<file path="src/rtl/config_stream_encoder.sv">
// Encodes a 32-bit target configuration into nibble-write commands for the config register,
// tracking a shadow of what has been committed and ending each non-empty burst with a flush duplicate.
module config_stream_encoder #(
    parameter logic [31:0] DEFAULT_CFG = 32'hBBFC_0000
) (
    input  logic        clk,
    input  logic        rst,
    input  logic        start,
    input  logic        full_mode,
    input  logic [31:0] cfg_target,
    output logic [7:0]  cmd_byte,
    output logic        cmd_valid,
    input  logic        cmd_ready,
    output logic        busy,
    output logic        done,
    output logic [31:0] shadow_cfg
);

    typedef enum logic [2:0] {IDLE, SCAN, SEND, FLUSH, DONE} state_t;

    state_t      state, state_nx;
    logic [31:0] tgt, tgt_nx;
    logic        fm, fm_nx;
    logic [2:0]  idx, idx_nx;
    logic        sent, sent_nx;
    logic [7:0]  last, last_nx;
    logic [31:0] shadow_nx;
    logic [7:0]  cmd_byte_nx;
    logic        cmd_valid_nx;

    logic [3:0]  tgt_nib;
    logic        hit;

    assign tgt_nib = tgt[{idx, 2'b00} +: 4];
    assign hit     = fm || (tgt_nib != shadow_cfg[{idx, 2'b00} +: 4]);

    always_ff @(posedge clk or posedge rst) begin
        if (rst) begin
            state      <= IDLE;
            tgt        <= '0;
            fm         <= 1'b0;
            idx        <= '0;
            sent       <= 1'b0;
            last       <= '0;
            shadow_cfg <= DEFAULT_CFG;
            cmd_byte   <= '0;
            cmd_valid  <= 1'b0;
            busy       <= 1'b0;
            done       <= 1'b0;
        end else begin
            state      <= state_nx;
            tgt        <= tgt_nx;
            fm         <= fm_nx;
            idx        <= idx_nx;
            sent       <= sent_nx;
            last       <= last_nx;
            shadow_cfg <= shadow_nx;
            cmd_byte   <= cmd_byte_nx;
            cmd_valid  <= cmd_valid_nx;
            busy       <= (state_nx != IDLE);
            done       <= (state_nx == DONE);
        end
    end

    always_comb begin
        state_nx = state;
        unique case (state)
            IDLE:  if (start) state_nx = SCAN;
            SCAN: begin
                if (hit)               state_nx = SEND;
                else if (idx == 3'd7)  state_nx = sent ? FLUSH : DONE;
            end
            SEND:  if (cmd_ready) state_nx = (idx == 3'd7) ? FLUSH : SCAN;
            FLUSH: if (cmd_ready) state_nx = DONE;
            DONE:  state_nx = IDLE;
            default: state_nx = IDLE;
        endcase
    end

    // Registered outputs are computed here one cycle ahead so nothing downstream sees a comb path.
    always_comb begin
        tgt_nx       = tgt;
        fm_nx        = fm;
        idx_nx       = idx;
        sent_nx      = sent;
        last_nx      = last;
        shadow_nx    = shadow_cfg;
        cmd_byte_nx  = cmd_byte;
        cmd_valid_nx = cmd_valid;
        unique case (state)
            IDLE: begin
                if (start) begin
                    tgt_nx  = cfg_target;
                    fm_nx   = full_mode;
                    idx_nx  = '0;
                    sent_nx = 1'b0;
                end
            end
            SCAN: begin
                if (hit) begin
                    cmd_byte_nx  = {1'b0, idx, tgt_nib};
                    cmd_valid_nx = 1'b1;
                end else if (idx == 3'd7) begin
                    if (sent) begin
                        cmd_byte_nx  = last;
                        cmd_valid_nx = 1'b1;
                    end
                end else begin
                    idx_nx = idx + 3'd1;
                end
            end
            SEND: begin
                if (cmd_ready) begin
                    shadow_nx[{cmd_byte[6:4], 2'b00} +: 4] = cmd_byte[3:0];
                    last_nx = cmd_byte;
                    sent_nx = 1'b1;
                    if (idx == 3'd7) begin
                        cmd_byte_nx  = cmd_byte;
                        cmd_valid_nx = 1'b1;
                    end else begin
                        idx_nx       = idx + 3'd1;
                        cmd_valid_nx = 1'b0;
                    end
                end
            end
            FLUSH: begin
                if (cmd_ready) cmd_valid_nx = 1'b0;
            end
            DONE: ;
            default: ;
        endcase
    end

endmodule

</file>
<file path="config.mk">
export PLATFORM = sky130hd
export DESIGN_NAME = config_stream_encoder
export DESIGN_NICKNAME = d
export VERILOG_FILES = /design/src/rtl/config_stream_encoder.sv
export SDC_FILE = /design/constraint.sdc
export NUM_CORES = 1
export LEC_CHECK = 0
export BUFFER_PORTS_ARGS = -buffer_cell sky130_fd_sc_hd__buf_2
export CORE_MARGIN = 2
export CORE_UTILIZATION = 29
export CTS_CLUSTER_DIAMETER = 30
export DETAILED_ROUTE_END_ITERATION = 12
export SLEW_MARGIN = 0
export SYNTH_ARGS = -nofsm -noshare
export SYNTH_HDL_FRONTEND = slang
export SYNTH_SLANG_ARGS = --single-unit
</file>
<file path="constraint.sdc">
create_clock -name clk -period 2.9 [get_ports clk]
set_input_delay 0.435 -clock clk [delete_from_list [all_inputs] [get_ports clk]]
set_output_delay 0.435 -clock clk [all_outputs]
set_load 0.02 [all_outputs]
</file>
=== Word-level counts from Yosys, hierarchy flattened ===
Index checks and enable logic that the tools add are counted.

* Input port bits: 37
* Logic and storage cells: 70
* Output and inout port bits: 43
* Register bits after elaboration: 91

* Shift operators: 4
* Reduce and logical (&&, ||, !) cells: 14
* Muxes and demuxes: 27
* $add $sub $neg: 2
* Equality and inequality tests: 12

{| class="wikitable"
|+ Operators by type and width
! cell !! count
|-
| $shiftx A32 B6 Y4 || 2
|-
| $bwmux W32 || 1
|-
| $shift A4 B7 Y32 const A || 1
|-
| $shiftx A4 B7 Y32 || 1
|-
| $mux W3 || 10
|-
| $mux W8 || 3
|-
| $pmux W3 S4 || 1
|-
| $pmux W3 S3 || 1
|-
| $reduce_bool A3 Y1 || 3
|-
| $mux W1 || 8
|-
| $ne A2 B2 Y1 const B || 4
|-
| $neg A5 Y7 || 1
|-
| $eq A3 B2 Y1 const B || 2
|-
| $eq A3 B3 Y1 const B || 2
|-
| $ne A3 B3 Y1 const B || 2
|-
| $reduce_and A3 Y1 || 2
|-
| $reduce_bool A2 Y1 || 3
|-
| $reduce_and A5 Y1 || 1
|-
| $ne A4 B4 Y1 || 1
|-
| $reduce_and A2 Y1 || 2
|-
| $reduce_and A4 Y1 || 1
|-
| $add A3 B1 Y3 const B || 1
|-
| $eq A3 B1 Y1 const B || 1
|-
| $logic_not A3 Y1 || 1
|-
| other kinds (4) || 4
|}

=== Longest topological paths before layout ===
Gate-level depths: netlist (run 1).

* Depth after elaboration: 6
* Mapped depth: 10
* Gate-level depth less buffers: 7

=== Worst setup path after synthesis (run 1) ===
No wires, ideal clock.

* Path kind: reg2reg
* From: register idx[0]
* To: register idx[0]
* Library setup time: 0.125 ns
* Arrival: 2.326 ns
* Data required time: 2.775 ns
* Clock period less this slack: 2.451 ns
* Slack: 0.449 ns
* Cell stages (with the launch flop): 10
* Path buffers: 2
* Cells stage by stage: dfrtp_1 > buf_6 > mux4_2 > mux2i_2 > xor2_1 > nor2_1 > and4_1 > buf_6 > a221oi_4 > mux2_4

* Word-level cells in the longest chain between the ends: 5
* Elaborated cells on any way between the ends: 12
* Classes of those cells: add/sub (1); eq/ne (3); shift (2); mux (4); reduce/logical (2)

{| class="wikitable"
|+ RTL lines
! element !! line !! text
|-
| start, declared || 24 || <nowiki>logic [2:0] idx, idx_nx;</nowiki>
|-
| start signal, assigned || 54 || <nowiki>idx <= idx_nx;</nowiki>
|-
| $shiftx A32 B6 Y4, on equally long branches || 34, 35 ||
|-
| $ne A4 B4 Y1 || 35 || <nowiki>assign hit = fm || (tgt_nib != shadow_cfg[{idx, 2'b00} +: 4]);</nowiki>
|-
| $logic_or A1 B1 Y1 || 35 ||
|-
| $ne A2 B2 Y1 (no line) || n/a ||
|-
| $reduce_and A4 Y1 (no line) || n/a ||
|}

Parallel ways exist; a longest one is shown, timed or not. The select of a mux whose other input is x is not followed.
A chain may end at the register's enable or synchronous reset.

=== Final worst setup path (run 1) ===
Ends and elaborated chain as after synthesis.

==> results of run 1 <==
==> layout make-up <==
cell class                 instances  share of cell area
clock buffer                      11             0.04284
inverter                          11            0.007830
tap                              188             0.04330
clock inverter                     5             0.01013
sequential                        91              0.4219
multi-input combinational        228              0.3823
timing repair buffer              91             0.09166
==> metrics by stage <==
step	utilization	hold WS, ns	cell area (um2)	worst slack, ns	power [uW]
finish	0.3574	0.1117	5433	0.3017	6492
global route	0.3574	0.1524	5433	0.1270	6919
CTS	0.3574	0.1248	5433	0.2682	6563
detailed placement	0.3384	0.4699	5145	0.2908	5377
global placement	0.3384	0.4656	5145	0.3538	5286
floorplan	-	0.4471	4497	0.1213	4446
==> per-layer routing <==
| metal | wire length [um] | share of wire |
|---|---|---|
| met5 | 0 | 0 |
| met4 | 187 | 0.017 |
| met3 | 421 | 0.038 |
| met2 | 5446 | 0.49 |
| met1 | 5164 | 0.46 |
==> worst paths after layout <==
check	cells past startpoint	startpoint	to	slack [ns]
setup / recovery	7	idx[0]	idx[0]	0.30
hold / removal	2	rst	tgt[30]	0.11
setup reg to reg	7	idx[0]	idx[0]	0.30
hold reg to reg	2	last[1]	last[1]	0.48
max in group asynchronous	3	rst	shadow_cfg[28]	2.06
min in group clk	2	cfg_target[3]	tgt[3]	0.30
==> flip-flops by register name, indices dropped and copies added (netlist names) <==
name,count
busy,1
cmd_byte,8
cmd_valid,1
done,1
fm,1
idx,3
last,8
sent,1
shadow_cfg,32
state,3
tgt,32
==> cells in the final DEF, fill, tap and decap left out, types with 2 or more instances in the layout <==
master and count:
a21oi_1 2, a32o_1 2, and3_1 2, and3b_1 2, buf_2 79, buf_4 11
clkbuf_1 2, clkbuf_16 9, clkinv_2 3, clkinvlp_4 2, dfrtp_1 79, dfstp_2 12
ha_1 4, inv_1 10, mux2_1 57, mux2_2 4, mux2i_1 13, mux4_2 16
nand2_1 32, nand2b_1 4, nand3_1 3, nand3b_1 2, nor2_1 16, nor3_1 5
o21ai_0 5, o21ai_1 8, o22a_1 6, o22ai_1 3, xnor2_1 13, xor2_1 13
==> cell families (layout without fill, tap and decap cells) <==
| logic type | count (synthesis) | after routing | synth area share |
|---|---|---|---|
| multiplexers | 92 | 92 | 0.2682 |
| flip-flops | 91 | 91 | 0.5097 |
| AND/OR/NAND/NOR | 74 | 74 | 0.07819 |
| AO/OA/AOI/OAI | 32 | 32 | 0.05176 |
| buffers and inverters | 31 | 118 | 0.03033 |
| XOR/XNOR | 26 | 26 | 0.05064 |
| adder cells (fa/ha/maj) | 4 | 4 | 0.01113 |
==> worst max-delay path, stage by stage (launching register included) <==
cell and delay [ns]:
dfrtp_1 0.52, mux4_2 0.57, mux2i_2 0.20, xor2_1 0.16
nor2_1 0.05, and4_1 0.28, a221oi_4 0.36, mux2_4 0.34
==> power groups by stage <==
| stage | Sequential [uW] | Clock [uW] | Combinational (uW) |
|---|---|---|---|
| 2_1_floorplan | 2580 | 0 | 1870 |
| 3_3_place_gp | 2500 | 0 | 2780 |
| 3_5_place_dp | 2540 | 0 | 2840 |
| 4_1_cts | 2520 | 1190 | 2860 |
| 5_1_grt | 2600 | 1240 | 3080 |
| 6_report | 2510 | 1160 | 2820 |
==> impl_metrics.py, run 1 <==
metrics = {
    "cells_and_area": {
        "num-fill-cells": 1545,
        "drive_gt1_frac": 0.3295,
        "multi_input_area_um2": 2077,
        "diodes": 0,
        "fin_cells": 625,
        "seq_area_um2": 2292,
        "syn2layout_area_growth_pct": 20.81,
        "final_nets": 473,
    },
    "yosys": {
        "yosys-top-cells-area": "dfrtp_1, mux2_1, mux4_2",
        "avgSynthCellArea_um2": 12.85,
        "syn-num-nets": 391,
        "yosysMostFrequentCell": "dfrtp_1",
        "synth_flop_cell": "dfrtp_1",
        "synthesis.instances": 350,
        "seq_area_frac_synth": 0.5097,
        "synth_top_cells_by_count": "dfrtp_1, mux2_1, nand2_1",
        "synth-edff-count": 0,
        "yosys_warnings": 0,
        "ys_types": 44,
        "yosysTopAreaCellShare": 0.4396,
        "yosys_register_bits": 91,
        "ys_async_sr_fraction": 1.000,
        "synth_top_area_cell": "dfrtp_1",
        "synthesis.area_um2": 4497,
    },
    "placed_design": {
        "place_congestion": 0.8410,
        "place_hpwl_um": 8245,
        "port_buffers": 79,
        "dp_cells": 609,
    },
    "pwr": {
        "p_leak_uw": 0.002504,
        "vdd_ir_drop_max_v": 0.0005251,
        "cell_internal_pwr_uw": 3955,
        "p_seq_frac": 0.387,
        "p_sw_uw": 2537,
        "swShare": 0.3908,
        "pwr-share-clk": 0.179,
        "p_per_area_nw_per_um2": 1195,
        "combPwrFrac": 0.434,
    },
    "cts": {
        "clk_pin_slew_ns": 0.06,
        "numCtsBuffers": 9,
        "root_buffer": "clkbuf_16",
        "htree_num_levels": 3,
        "cts_tree": "yes",
        "post-cts-setup-buffers": 0,
        "cts_hold_buffers": 0,
        "cts-resized-gates": 0,
        "worstSkewPairLatency_ns": 0.35,
        "cts.sinks": 91,
        "clockBufferDepth": 2,
    },
    "worst_setup_path": {
        "cp.arrival_ns": 2.83,
        "worstPathRequired_ns": 3.13,
        "endpoint_kind": "flop",
        "crit_path_max_fanout": 6,
        "crit_type": "flop to flop",
        "crit_path_start_kind": "flop",
    },
    "global_routing": {
        "grt.busiest_layer": "met2",
        "use_met2": 0.2450,
        "grt_pass1_vias": 3342,
        "grt_util_met1": 0.1864,
        "antenna_found_initial": 0,
        "grt.overflow.total": 0,
        "use_met3": 0.02495,
        "grt_pass1_wl_um": 18240,
        "grt_max_degree": 64,
        "grt_use_total": 0.1450,
    },
    "detailed_routing": {
        "first_pass_iters": 4,
        "via_count": 3035,
        "viasPerCell": 4.856,
        "wl_um": 11220,
        "drtIter0Drc": 125,
        "avgRoutedWirePerCell_um": 17.95,
        "drc": 0,
        "postRouteAntennaNets": 0,
    },
    "sta": {
        "final.period_utilization": 0.8960,
        "setup_violations": 0,
        "hold_viol": 0,
        "drv_slew": 0,
        "relSlewSlack": 0.6461,
        "fin_worst_skew_ns": 0.008478,
        "final.setup.tns_ns": 0,
        "max_clock_freq_mhz": 384.9,
        "fin_crit_ns": 2.598,
        "tightest_slew_ns": 0.5302,
        "rsz0062_at_grt": "false",
    },
    "floorplan": {
        "initial_core_util": 0.2958,
        "ios": 80,
        "core-area_um2": 15200,
        "num_rows": 45,
        "dieHeight_um": 128.5,
        "die_w_um": 128.5,
        "die_area_um2": 16520,
    },
    "worst_hold_path": {
        "hold_path_class": "input pin to asynchronous set/reset pin",
    },
    "status": {
        "status": "finished, final reports clean",
    },
    "flow_run": {
        "max-cap-violations": 0,
    },
}
Note: power is estimated with default switching activity, not from simulation.
==> run 2: changes to the inputs <==
--- a/config.mk
+++ b/config.mk
@@ -6,7 +6,7 @@
 export NUM_CORES = 1
 export LEC_CHECK = 0
 export BUFFER_PORTS_ARGS = -buffer_cell sky130_fd_sc_hd__buf_2
-export CORE_MARGIN = 2
+export CORE_MARGIN = 8
 export CORE_UTILIZATION = 29
 export CTS_CLUSTER_DIAMETER = 30
 export DETAILED_ROUTE_END_ITERATION = 12
==> run 2 against run 1 <==
- combinational power about the same
- total power shrank 0.17%
- die area increased by 20%
- setup slack worse by 0.073 ns
- fmax fell by 2.7%
- design area increased by 0.14%
- non-clock buffer count is the same
==> impl_metrics.py, run 2 (same netlist as run 1, synthesis figures left out) <==
metrics = {
    "status": {
        "status": "finished, final reports clean",
    },
    "sta": {
        "final.period_utilization": 0.9211,
        "drv_slew": 0,
        "hold_viol": 0,
        "fin_worst_skew_ns": 0.005328,
        "max_clock_freq_mhz": 374.4,
        "relSlewSlack": 0.5356,
        "final.setup.tns_ns": 0,
        "fin_crit_ns": 2.671,
        "tightest_slew_ns": 0.6957,
        "setup_violations": 0,
        "rsz0062_at_grt": "false",
    },
    "placed_design": {
        "port_buffers": 79,
        "place_hpwl_um": 8615,
        "place_congestion": 0.7797,
    },
    "global_routing": {
        "antenna_found_initial": 0,
        "grt_use_total": 0.1187,
        "grt.overflow.total": 0,
        "grt_pass1_vias": 3176,
        "grt_max_degree": 40,
        "grt_pass1_wl_um": 18200,
    },
    "detailed_routing": {
        "wl_um": 11330,
        "drc": 0,
        "avgRoutedWirePerCell_um": 18.12,
        "viasPerCell": 4.814,
        "postRouteAntennaNets": 0,
        "drtIter0Drc": 107,
        "first_pass_iters": 4,
        "via_count": 3009,
    },
    "worst_setup_path": {
        "endpoint_kind": "flop",
        "cp.arrival_ns": 2.89,
        "regToRegStartpoint": "idx[0]",
        "critPathLaunch": "idx[0]",
        "crit_path_start_kind": "flop",
        "crit_path_max_fanout": 8,
        "r2r_slack_ns": 0.23,
        "crit_end": "idx[0]",
        "rr_endpoint": "idx[0]",
        "crit_type": "flop to flop",
        "worstPathRequired_ns": 3.12,
        "reg2reg_depth": 7,
    },
    "cts": {
        "clockBufferDepth": 2,
        "htree_num_levels": 3,
        "numCtsBuffers": 9,
        "root_buffer": "clkbuf_16",
        "cts.sinks": 91,
        "cts-resized-gates": 0,
        "cts_hold_buffers": 0,
        "post-cts-setup-buffers": 0,
        "clk_pin_slew_ns": 0.06,
        "worstSkewPairLatency_ns": 0.34,
        "cts_tree": "yes",
    },
    "pwr": {
        "p_per_area_nw_per_um2": 1191,
        "p_leak_uw": 0.002513,
        "finalPower_uw": 6481,
        "vdd_ir_drop_max_v": 0.0005039,
    },
    "floorplan": {
        "num_rows": 45,
        "dieHeight_um": 140.5,
        "die_w_um": 140.5,
        "core-area_um2": 15200,
        "initial_core_util": 0.2958,
        "die_area_um2": 19750,
        "ios": 80,
    },
    "cells_and_area": {
        "final_nets": 473,
        "drive_gt1_frac": 0.3318,
        "reg_top3": "shadow_cfg: 32 flops, tgt: 32 flops",
        "syn2layout_area_growth_pct": 20.98,
        "final_cell_mix": "dfrtp_1, buf_2, mux2_1, nand2_1",
        "num-fill-cells": 1496,
        "diodes": 0,
    },
    "flow_run": {
        "max-cap-violations": 0,
    },
    "worst_hold_path": {
        "hold_path_class": "input pin to asynchronous set/reset pin",
    },
}
-- run 2: worst min-delay path by stage --
stage                   to  cells after the start     from
2_1_floorplan      last[0]                      2  last[0]
3_3_place_gp       last[2]                      2  last[2]
3_5_place_dp       last[1]                      2  last[1]
4_1_cts               busy                      2      rst
5_1_grt        cmd_byte[7]                      2      rst
6_report       cmd_byte[7]                      2      rst
-- run 2: where the power goes --
group	switching (uW)	internal, uW	total [uW]
sequential	627	1900	2530
clock	483	687	1170
combinational	1400	1380	2790
-- run 2: cell type report --
cell class | instances | area [um2] | share of cell area
flip-flops and latches | 91 | 2292 | 0.4213
multi-input cells | 228 | 2077 | 0.3818
clock inverters | 5 | 52.55 | 0.009660
clock buffers | 11 | 242.7 | 0.04462
inverters | 11 | 42.54 | 0.007820
well taps | 188 | 235.2 | 0.04324
repair buffers | 91 | 498.0 | 0.09154
-- run 2: critical path, cell delays in order (launching register included) --
cell	delay [ns]
dfrtp_1	0.59
mux4_2	0.57
mux2i_2	0.19
xor2_1	0.16
nor2_1	0.06
and4_1	0.29
a221oi_4	0.36
mux2_4	0.33
-- run 2: stage by stage --
step	setup slack, ns	hold WS (ns)	cells	area, um2	util
floorplan	0.1213	0.4471	350	4497	-
global placement	0.2676	0.4669	609	5145	0.3384
detailed placement	0.1912	0.4715	609	5145	0.3384
CTS	0.1886	0.1963	625	5440	0.3579
global route	0.02983	0.2346	625	5440	0.3579
finish	0.2288	0.1820	625	5440	0.3579
-- run 2: per-layer routing --
metal	part of all wire	wire length, um	track usage
met4	0.012	138	0.03563
met5	0	0	0
met2	0.49	5540	0.1915
met1	0.45	5072	0.1541
met3	0.051	576	0.02922
